[src/rtl/mem_req_tracker_if.sv]
// Handshake bundle between the processor memory port, the tracker and the memory.
// master drives the processor request/response-ready and memory response side; slave is the tracker.
interface mem_req_tracker_if #(
    parameter int p_req_nbits  = 77,
    parameter int p_resp_nbits = 47
);
    logic [p_req_nbits-1:0]  proc_req_msg;
    logic                    proc_req_val;
    logic                    proc_req_rdy;
    logic [p_req_nbits-1:0]  mem_req_msg;
    logic                    mem_req_val;
    logic                    mem_req_rdy;
    logic [p_resp_nbits-1:0] mem_resp_msg;
    logic                    mem_resp_val;
    logic                    mem_resp_rdy;
    logic [p_resp_nbits-1:0] proc_resp_msg;
    logic                    proc_resp_val;
    logic                    proc_resp_rdy;

    modport master (
        output proc_req_msg, proc_req_val, mem_req_rdy, mem_resp_msg, mem_resp_val, proc_resp_rdy,
        input  proc_req_rdy, mem_req_msg, mem_req_val, mem_resp_rdy, proc_resp_msg, proc_resp_val
    );

    modport slave (
        input  proc_req_msg, proc_req_val, mem_req_rdy, mem_resp_msg, mem_resp_val, proc_resp_rdy,
        output proc_req_rdy, mem_req_msg, mem_req_val, mem_resp_rdy, proc_resp_msg, proc_resp_val
    );
endinterface

[src/rtl/mem_req_tracker.sv]
// Counts in-flight memory requests and discards the responses of squashed ones.
// Optional MEM_REQ_TRACKER_STATS_EN adds a dropped-response counter and a stray-response check.
module mem_req_tracker #(
    parameter int p_req_nbits    = 77,
    parameter int p_resp_nbits   = 47,
    parameter int p_max_inflight = 4,
    localparam int c_cnt_nbits   = $clog2(p_max_inflight + 1)
) (
    input  logic                   clk,
    input  logic                   reset,
    input  logic                   squash,
    mem_req_tracker_if.slave       bus,
`ifdef MEM_REQ_TRACKER_STATS_EN
    output logic [15:0]            num_dropped,
`endif
    output logic [c_cnt_nbits-1:0] inflight
);
    localparam logic [c_cnt_nbits-1:0] MAX_CNT = c_cnt_nbits'(p_max_inflight);

    logic [c_cnt_nbits-1:0] inflight_q, inflight_d;
    logic [c_cnt_nbits-1:0] drop_cnt_q, drop_cnt_d;
    logic can_issue, req_go, resp_go, drop_now;

    // Credit check uses only the registered count: a response returning this
    // cycle does not free a slot until the next one.
    assign can_issue = (inflight_q < MAX_CNT) && !squash;
    assign drop_now  = (drop_cnt_q != '0) || squash;

    assign bus.mem_req_msg   = bus.proc_req_msg;
    assign bus.mem_req_val   = bus.proc_req_val && can_issue;
    assign bus.proc_req_rdy  = bus.mem_req_rdy && can_issue;
    assign bus.proc_resp_msg = bus.mem_resp_msg;
    assign bus.proc_resp_val = drop_now ? 1'b0 : bus.mem_resp_val;
    assign bus.mem_resp_rdy  = drop_now ? 1'b1 : bus.proc_resp_rdy;

    assign req_go  = bus.proc_req_val && bus.proc_req_rdy;
    assign resp_go = bus.mem_resp_val && bus.mem_resp_rdy;

    always_comb begin
        inflight_d = inflight_q;
        if (req_go && !resp_go)
            inflight_d = inflight_q + 1'b1;
        else if (!req_go && resp_go && inflight_q != '0)
            inflight_d = inflight_q - 1'b1;
    end

    // Squash re-marks everything still outstanding, so repeats never double count.
    always_comb begin
        drop_cnt_d = drop_cnt_q;
        if (squash)
            drop_cnt_d = (resp_go && inflight_q != '0) ? inflight_q - 1'b1 : inflight_q;
        else if (resp_go && drop_cnt_q != '0)
            drop_cnt_d = drop_cnt_q - 1'b1;
    end

    always_ff @(posedge clk) begin
        if (reset) begin
            inflight_q <= '0;
            drop_cnt_q <= '0;
        end else begin
            inflight_q <= inflight_d;
            drop_cnt_q <= drop_cnt_d;
        end
    end

    assign inflight = inflight_q;

`ifdef MEM_REQ_TRACKER_STATS_EN
    logic [15:0] num_dropped_q;

    always_ff @(posedge clk) begin
        if (reset)
            num_dropped_q <= '0;
        else if (resp_go && drop_now && num_dropped_q != 16'hFFFF)
            num_dropped_q <= num_dropped_q + 16'd1;
    end

    assign num_dropped = num_dropped_q;

`ifndef SYNTHESIS
    always_ff @(posedge clk) begin
        assert (reset || !resp_go || inflight_q != '0)
            else $error("mem_req_tracker: response accepted with nothing in flight");
    end
`endif
`endif
endmodule

[src/flat_wrapper.sv]
// flat-port wrapper written by rule: the top's interface ports become plain ports
module mem_req_tracker_flat 
#(
    parameter int p_req_nbits    = 77,
    parameter int p_resp_nbits   = 47,
    parameter int p_max_inflight = 4,
    localparam int c_cnt_nbits   = $clog2(p_max_inflight + 1)
)
  (clk, reset, squash, inflight, bus_proc_req_msg, bus_proc_req_val, bus_mem_req_rdy, bus_mem_resp_msg, bus_mem_resp_val, bus_proc_resp_rdy, bus_proc_req_rdy, bus_mem_req_msg, bus_mem_req_val, bus_mem_resp_rdy, bus_proc_resp_msg, bus_proc_resp_val);
  mem_req_tracker_if #(.p_req_nbits(p_req_nbits), .p_resp_nbits(p_resp_nbits)) bus_i ();
  input  logic clk;
  input  logic reset;
  input  logic squash;
  output logic [c_cnt_nbits-1:0] inflight;
  input wire logic [$bits(bus_i.proc_req_msg)-1:0] bus_proc_req_msg;
  input wire logic [$bits(bus_i.proc_req_val)-1:0] bus_proc_req_val;
  input wire logic [$bits(bus_i.mem_req_rdy)-1:0] bus_mem_req_rdy;
  input wire logic [$bits(bus_i.mem_resp_msg)-1:0] bus_mem_resp_msg;
  input wire logic [$bits(bus_i.mem_resp_val)-1:0] bus_mem_resp_val;
  input wire logic [$bits(bus_i.proc_resp_rdy)-1:0] bus_proc_resp_rdy;
  output wire logic [$bits(bus_i.proc_req_rdy)-1:0] bus_proc_req_rdy;
  output wire logic [$bits(bus_i.mem_req_msg)-1:0] bus_mem_req_msg;
  output wire logic [$bits(bus_i.mem_req_val)-1:0] bus_mem_req_val;
  output wire logic [$bits(bus_i.mem_resp_rdy)-1:0] bus_mem_resp_rdy;
  output wire logic [$bits(bus_i.proc_resp_msg)-1:0] bus_proc_resp_msg;
  output wire logic [$bits(bus_i.proc_resp_val)-1:0] bus_proc_resp_val;
  assign bus_i.proc_req_msg = bus_proc_req_msg;
  assign bus_i.proc_req_val = bus_proc_req_val;
  assign bus_i.mem_req_rdy = bus_mem_req_rdy;
  assign bus_i.mem_resp_msg = bus_mem_resp_msg;
  assign bus_i.mem_resp_val = bus_mem_resp_val;
  assign bus_i.proc_resp_rdy = bus_proc_resp_rdy;
  assign bus_proc_req_rdy = bus_i.proc_req_rdy;
  assign bus_mem_req_msg = bus_i.mem_req_msg;
  assign bus_mem_req_val = bus_i.mem_req_val;
  assign bus_mem_resp_rdy = bus_i.mem_resp_rdy;
  assign bus_proc_resp_msg = bus_i.proc_resp_msg;
  assign bus_proc_resp_val = bus_i.proc_resp_val;
  mem_req_tracker #(.p_req_nbits(p_req_nbits), .p_resp_nbits(p_resp_nbits), .p_max_inflight(p_max_inflight)) u_core (.clk(clk), .reset(reset), .squash(squash), .bus(bus_i), .inflight(inflight));
endmodule
[config.mk]
export PLATFORM = sky130hd
export DESIGN_NAME = mem_req_tracker_flat
export DESIGN_NICKNAME = d
export VERILOG_FILES = /design/src/rtl/mem_req_tracker_if.sv /design/src/rtl/mem_req_tracker.sv /design/src/flat_wrapper.sv
export SDC_FILE = /design/constraint.sdc
export NUM_CORES = 1
export LEC_CHECK = 0
export ABC_AREA = 1
export CAP_MARGIN = 0
export CORE_AREA = 2 2 103 105
export DETAILED_ROUTE_END_ITERATION = 12
export DIE_AREA = 0 0 105 107
export PLACE_DENSITY = 0.71
export SLEW_MARGIN = 25
export SYNTH_ARGS = -nofsm -noshare
export SYNTH_HDL_FRONTEND = slang
export SYNTH_SLANG_ARGS = --single-unit
[constraint.sdc]
create_clock -name clk -period 1.8 [get_ports clk]
set_input_delay 0.36 -clock clk [delete_from_list [all_inputs] [get_ports clk]]
set_output_delay 0.36 -clock clk [all_outputs]
set_load 0.01 [all_outputs]
==> After elaboration in Yosys (flattened, before gate mapping) <==
Index checks and enable logic that the tools add are counted.
{ "totals": {"ff_bits": 6, "elab_cells": 31, "inputBits": 131} }
{ "op_classes": {"reduce_logical": 18, "muxes": 7, "add_sub_neg": 3, "magnitude_cmp": 1} }
{ "op_table": {"columns": ["cell", "n"], "rows": [
  ["two-way mux 3 bit", 5],
  ["logical AND 1 bit", 10],
  ["nonzero test 3 bit", 2],
  ["subtractor 3 x 1 -> 3 bit, second input constant", 2],
  ["nonzero test 2 bit", 2],
  ["adder 3 x 1 -> 3 bit, second input constant", 1],
  ["zero test 1 bit", 3],
  ["< comparator 3 bit, second input constant", 1],
  ["two-way mux 1 bit", 2],
  ["logical OR 1 bit", 1]
]} }

==> Longest topological paths before layout <==
{ "depth": {"word_depth": 9, "depth_mapped": 12} }

==> Least setup slack after synthesis <==
OpenSTA, ideal clock, no wires.
{ "synth_timing": {"path_kind": "reg2reg", "start": "register u_core.inflight_q[0] (netlist: u_core.inflight[0])", "end": "register u_core.inflight_q[2] (netlist: u_core.inflight[2])", "synth_period_minus_slack_ps": 1477, "slack_ps": 323, "path_stages_with_launch": 12, "path_buffers": 0, "arrival_ps": 1366, "cell_sequence": "dfxtp_1 inv_1 ha_1 ha_1 inv_1 nand3_2 clkinv_2 nand2_2 nand2_1 inv_1 nor2_1 nor2_1"} }
{ "synth_between": {"elab_chain_cells": 8} }
{ "synth_lines": {"columns": ["item", "line_no", "text"], "rows": [
  ["start, declared", "mem_req_tracker.sv:20", "logic [c_cnt_nbits-1:0] inflight_q, inflight_d;"],
  ["start signal, assigned", "mem_req_tracker.sv:61", "inflight_q <= inflight_d;"],
  ["< comparator 3 bit", "mem_req_tracker.sv:26", "assign can_issue = (inflight_q < MAX_CNT) && !squash;"],
  ["logical AND 1 bit", "mem_req_tracker.sv:26", null],
  ["logical AND 1 bit", "mem_req_tracker.sv:31", "assign bus.proc_req_rdy = bus.mem_req_rdy && can_issue;"],
  ["logical AND 1 bit", "mem_req_tracker.sv:36", "assign req_go = bus.proc_req_val && bus.proc_req_rdy;"],
  ["zero test 1 bit", "mem_req_tracker.sv:43", "else if (!req_go && resp_go && inflight_q != '0)"],
  ["logical AND 1 bit (2 in a row)", "mem_req_tracker.sv:43", null],
  ["nonzero test 2 bit (no line)", null, null]
]} }
Parallel ways exist; a longest one is shown, timed or not. The select of a mux whose other input is x is not followed.
A chain may end at the register's enable or synchronous reset.

==> Worst setup path in the final report <==
{ "layout_timing": {"start": "register u_core.drop_cnt_q[0]", "end": "output bus_mem_resp_rdy"} }
{ "layout_between": {"elab_chain_cells": 3} }
{ "layout_lines": {"columns": ["item", "line_no", "text"], "rows": [
  ["start, declared", "mem_req_tracker.sv:21", "logic [c_cnt_nbits-1:0] drop_cnt_q, drop_cnt_d;"],
  ["start signal, assigned", "mem_req_tracker.sv:62", "drop_cnt_q <= drop_cnt_d;"],
  ["nonzero test 3 bit", "mem_req_tracker.sv:27", "assign drop_now = (drop_cnt_q != '0) || squash;"],
  ["logical OR 1 bit", "mem_req_tracker.sv:27", null],
  ["two-way mux 1 bit", "mem_req_tracker.sv:34", "assign bus.mem_resp_rdy = drop_now ? 1'b1 : bus.proc_resp_rdy;"],
  ["end, declared", "flat_wrapper.sv:24", "output wire logic [$bits(bus_i.mem_resp_rdy)-1:0] bus_mem_resp_rdy;"]
]} }
No other way between the ends.

==> results.ini <==
[floorplanning]
dieArea_um2=11200
rows=37
start_util_pct=14.5
die_y_um=107
core-area_um2=10100
die_w_um=105
io_pins=262

[worst_setup_path]
crit_path_end_kind=output pin
cp_slowest_cell=dfxtp_1
max_stage_delay_ps=300
critPathKind=reg2out
crit_family=buffers and inverters
critPathRequiredTime_ps=1440
path_cells=inv_1 -> ha_1 -> inv_1 -> nor2_1 -> nand3_2 -> dlygate4sd2_1
critPathMaxFanout=2
crit_buf_inv=3
worstSetupStartpointType=flip-flop
path_common_cell=inv_1
cp.arrival_ps=1300

[cts]
cts_post_setup_buffers_inserted=0
cts_hold_buffers=0
root_buffer=clkbuf_8
cts_tree=yes
path_clk_slew_ps=30
clock_latency_ps=220
cts_buffers=3
clock-sinks=6
clk_path_buf_depth=2
ctsHtreeMaxLevel=1

[timing]
maxSlewHeadroom_pct=87.2
max_freq_mhz=603
hold_viol_final=0
tns_ps=0
skew_ps=0.881
drv_slew=0
rsz0062_at_grt=no
fin_crit_sh_pct=92.1
tightest_slew_ps=193
fin_crit_ps=1660
setup_ws_ps=141
setup_viol=0

[place]
dp_slack_ps=-272
routabilityCongestion=0.748
dp_hpwl_um=2510
dp_cells=239
portBuffers=13

[logic_synthesis]
synth-seq-cells=6
synth_top_area_share_pct=63.8
syn-mean-instance-area_um2=7.12
yosysSeqAreaShare_pct=8.23
netlist_instances=205
synth_most_common_cell=buf_4
synth.largest_area_cell=buf_4
mappedNetlistArea_um2=1460
yosys-top-cells-area=buf_4 64%, dfxtp_1 8.2%, ha_1 4.3%
synth_common_cells=124 x buf_4, 16 x inv_1, 14 x nand2_1
synth_ff_type=dfxtp_1
synth_cell_type_count=20
ys_warn_count=0
synth-async-reset-ratio_pct=0
syn_nets=341
synth_edf_count=0

[layout]
drive_gt1_share_pct=24.5
syn2layout_area_growth_pct=-36.1
final_nets=244
diodes=0
utilization_pct=9.24
finalNonFillerCells=242

[power]
power.density_nw_per_um2=826
finalPower_mw=0.770
ir_drop_mv=0.424
leakagePower_nw=0.425

[detailed_routing]
final_antenna_net_count=0
drc=0
drt-initial-drc-count=4
vias_per_cell=2.93
firstDrtPassIters=4
via_count=708
drt-wirelength-per-cell_um=12.0
routed_wl_um=2900

[outcome]
outcome=finished clean

[min_path]
hold_class=reg2reg

[grt]
antenna_found_initial=0
overflow=0
grt_pass1_wl_um=4130
grt_pass1_vias=711
grtUsageTotal_pct=5.13
grt_start_max_net_pins=7

[job]
max_cap_violations=0

-- where the power goes --
group | switching (mW) | total (mW) | internal [mW]
Clock | 0.0538 | 0.197 | 0.143
Combinational | 0.207 | 0.384 | 0.177
Sequential | 0.0261 | 0.189 | 0.163
Total | 0.287 | 0.770 | 0.483
-- sequential cells by signal (all words and copies together) (netlist names) --
register	flops
u_core.inflight	3
u_core.drop_cnt_q	3
-- routing by layer --
layer,global-route usage [%],share of wire [%],wire (um),vias to the layer above
met4,7.90,13,368,0
li1,-,-,-,305
met2,8.35,47,1380,59
met3,2.98,15,440,48
met1,3.21,25,712,296
met5,0,0,0,-
-- cells in the final DEF, fill, tap and decap left out, drive strengths merged, types with 3 or more instances in the layout --
| cell type | instances |
|---|---|
| ha | 5 |
| nor2 | 9 |
| nand2 | 18 |
| o21ai | 8 |
| nand3 | 8 |
| clkdlybuf4s50 | 8 |
| inv | 19 |
| dfxtp | 6 |
| buf | 9 |
| clkbuf | 3 |
| dlygate4sd2 | 4 |
| a21oi | 5 |
-- worst min-delay path: stages, from the launching register on --
cell and delay, ps:
dfxtp_1 300, o21ai_0 150, a21oi_1 40
-- path summary, 6_finish.rpt --
path	endpoint	depth (start not counted)	slack [ps]	start
worst max-delay path	bus_mem_resp_rdy	6	140	u_core.drop_cnt_q[0]$_SDFFE_PP0P_
worst min-delay path	u_core.drop_cnt_q[1]$_SDFFE_PP0P_	2	550	u_core.drop_cnt_q[1]$_SDFFE_PP0P_
worst max register to register	u_core.inflight[2]$_SDFFE_PP0P_	11	210	u_core.inflight[0]$_SDFFE_PP0P_
worst min register to register	u_core.drop_cnt_q[1]$_SDFFE_PP0P_	2	550	u_core.drop_cnt_q[1]$_SDFFE_PP0P_
-- kinds of logic (layout without fill, tap and decap cells) --
logic type      Yosys count  after routing  share of synthesized area, %
compound gates           13             13                          5.23
fa+ha+maj                 5              5                          4.29
buf+inv                 144             45                          69.0
flops                     6              6                          8.23
simple gates             37             37                          13.2
-- final cells by class --
class | count | area (um2)
multi-input combinational | 55 | 332
timing repair buffer | 22 | 193
sequential | 6 | 120
fill | 1217 | 9160
tap | 136 | 170
inverter | 20 | 76.3
clock buffer | 3 | 41.3
-- per-stage QoR --
step	area (um2)	hold slack [ps]
CTS	931	553
global route	932	576
global placement	896	539
floorplan	1460	422
detailed placement	896	543
finish	932	546
-- repair_timing --
item                                    in CTS  in global routing
resized for setup                            5                  1
endpoints found under the setup margin       4                  1
gates cloned                                 0                  0
Note: power is estimated with default switching activity, not from simulation.
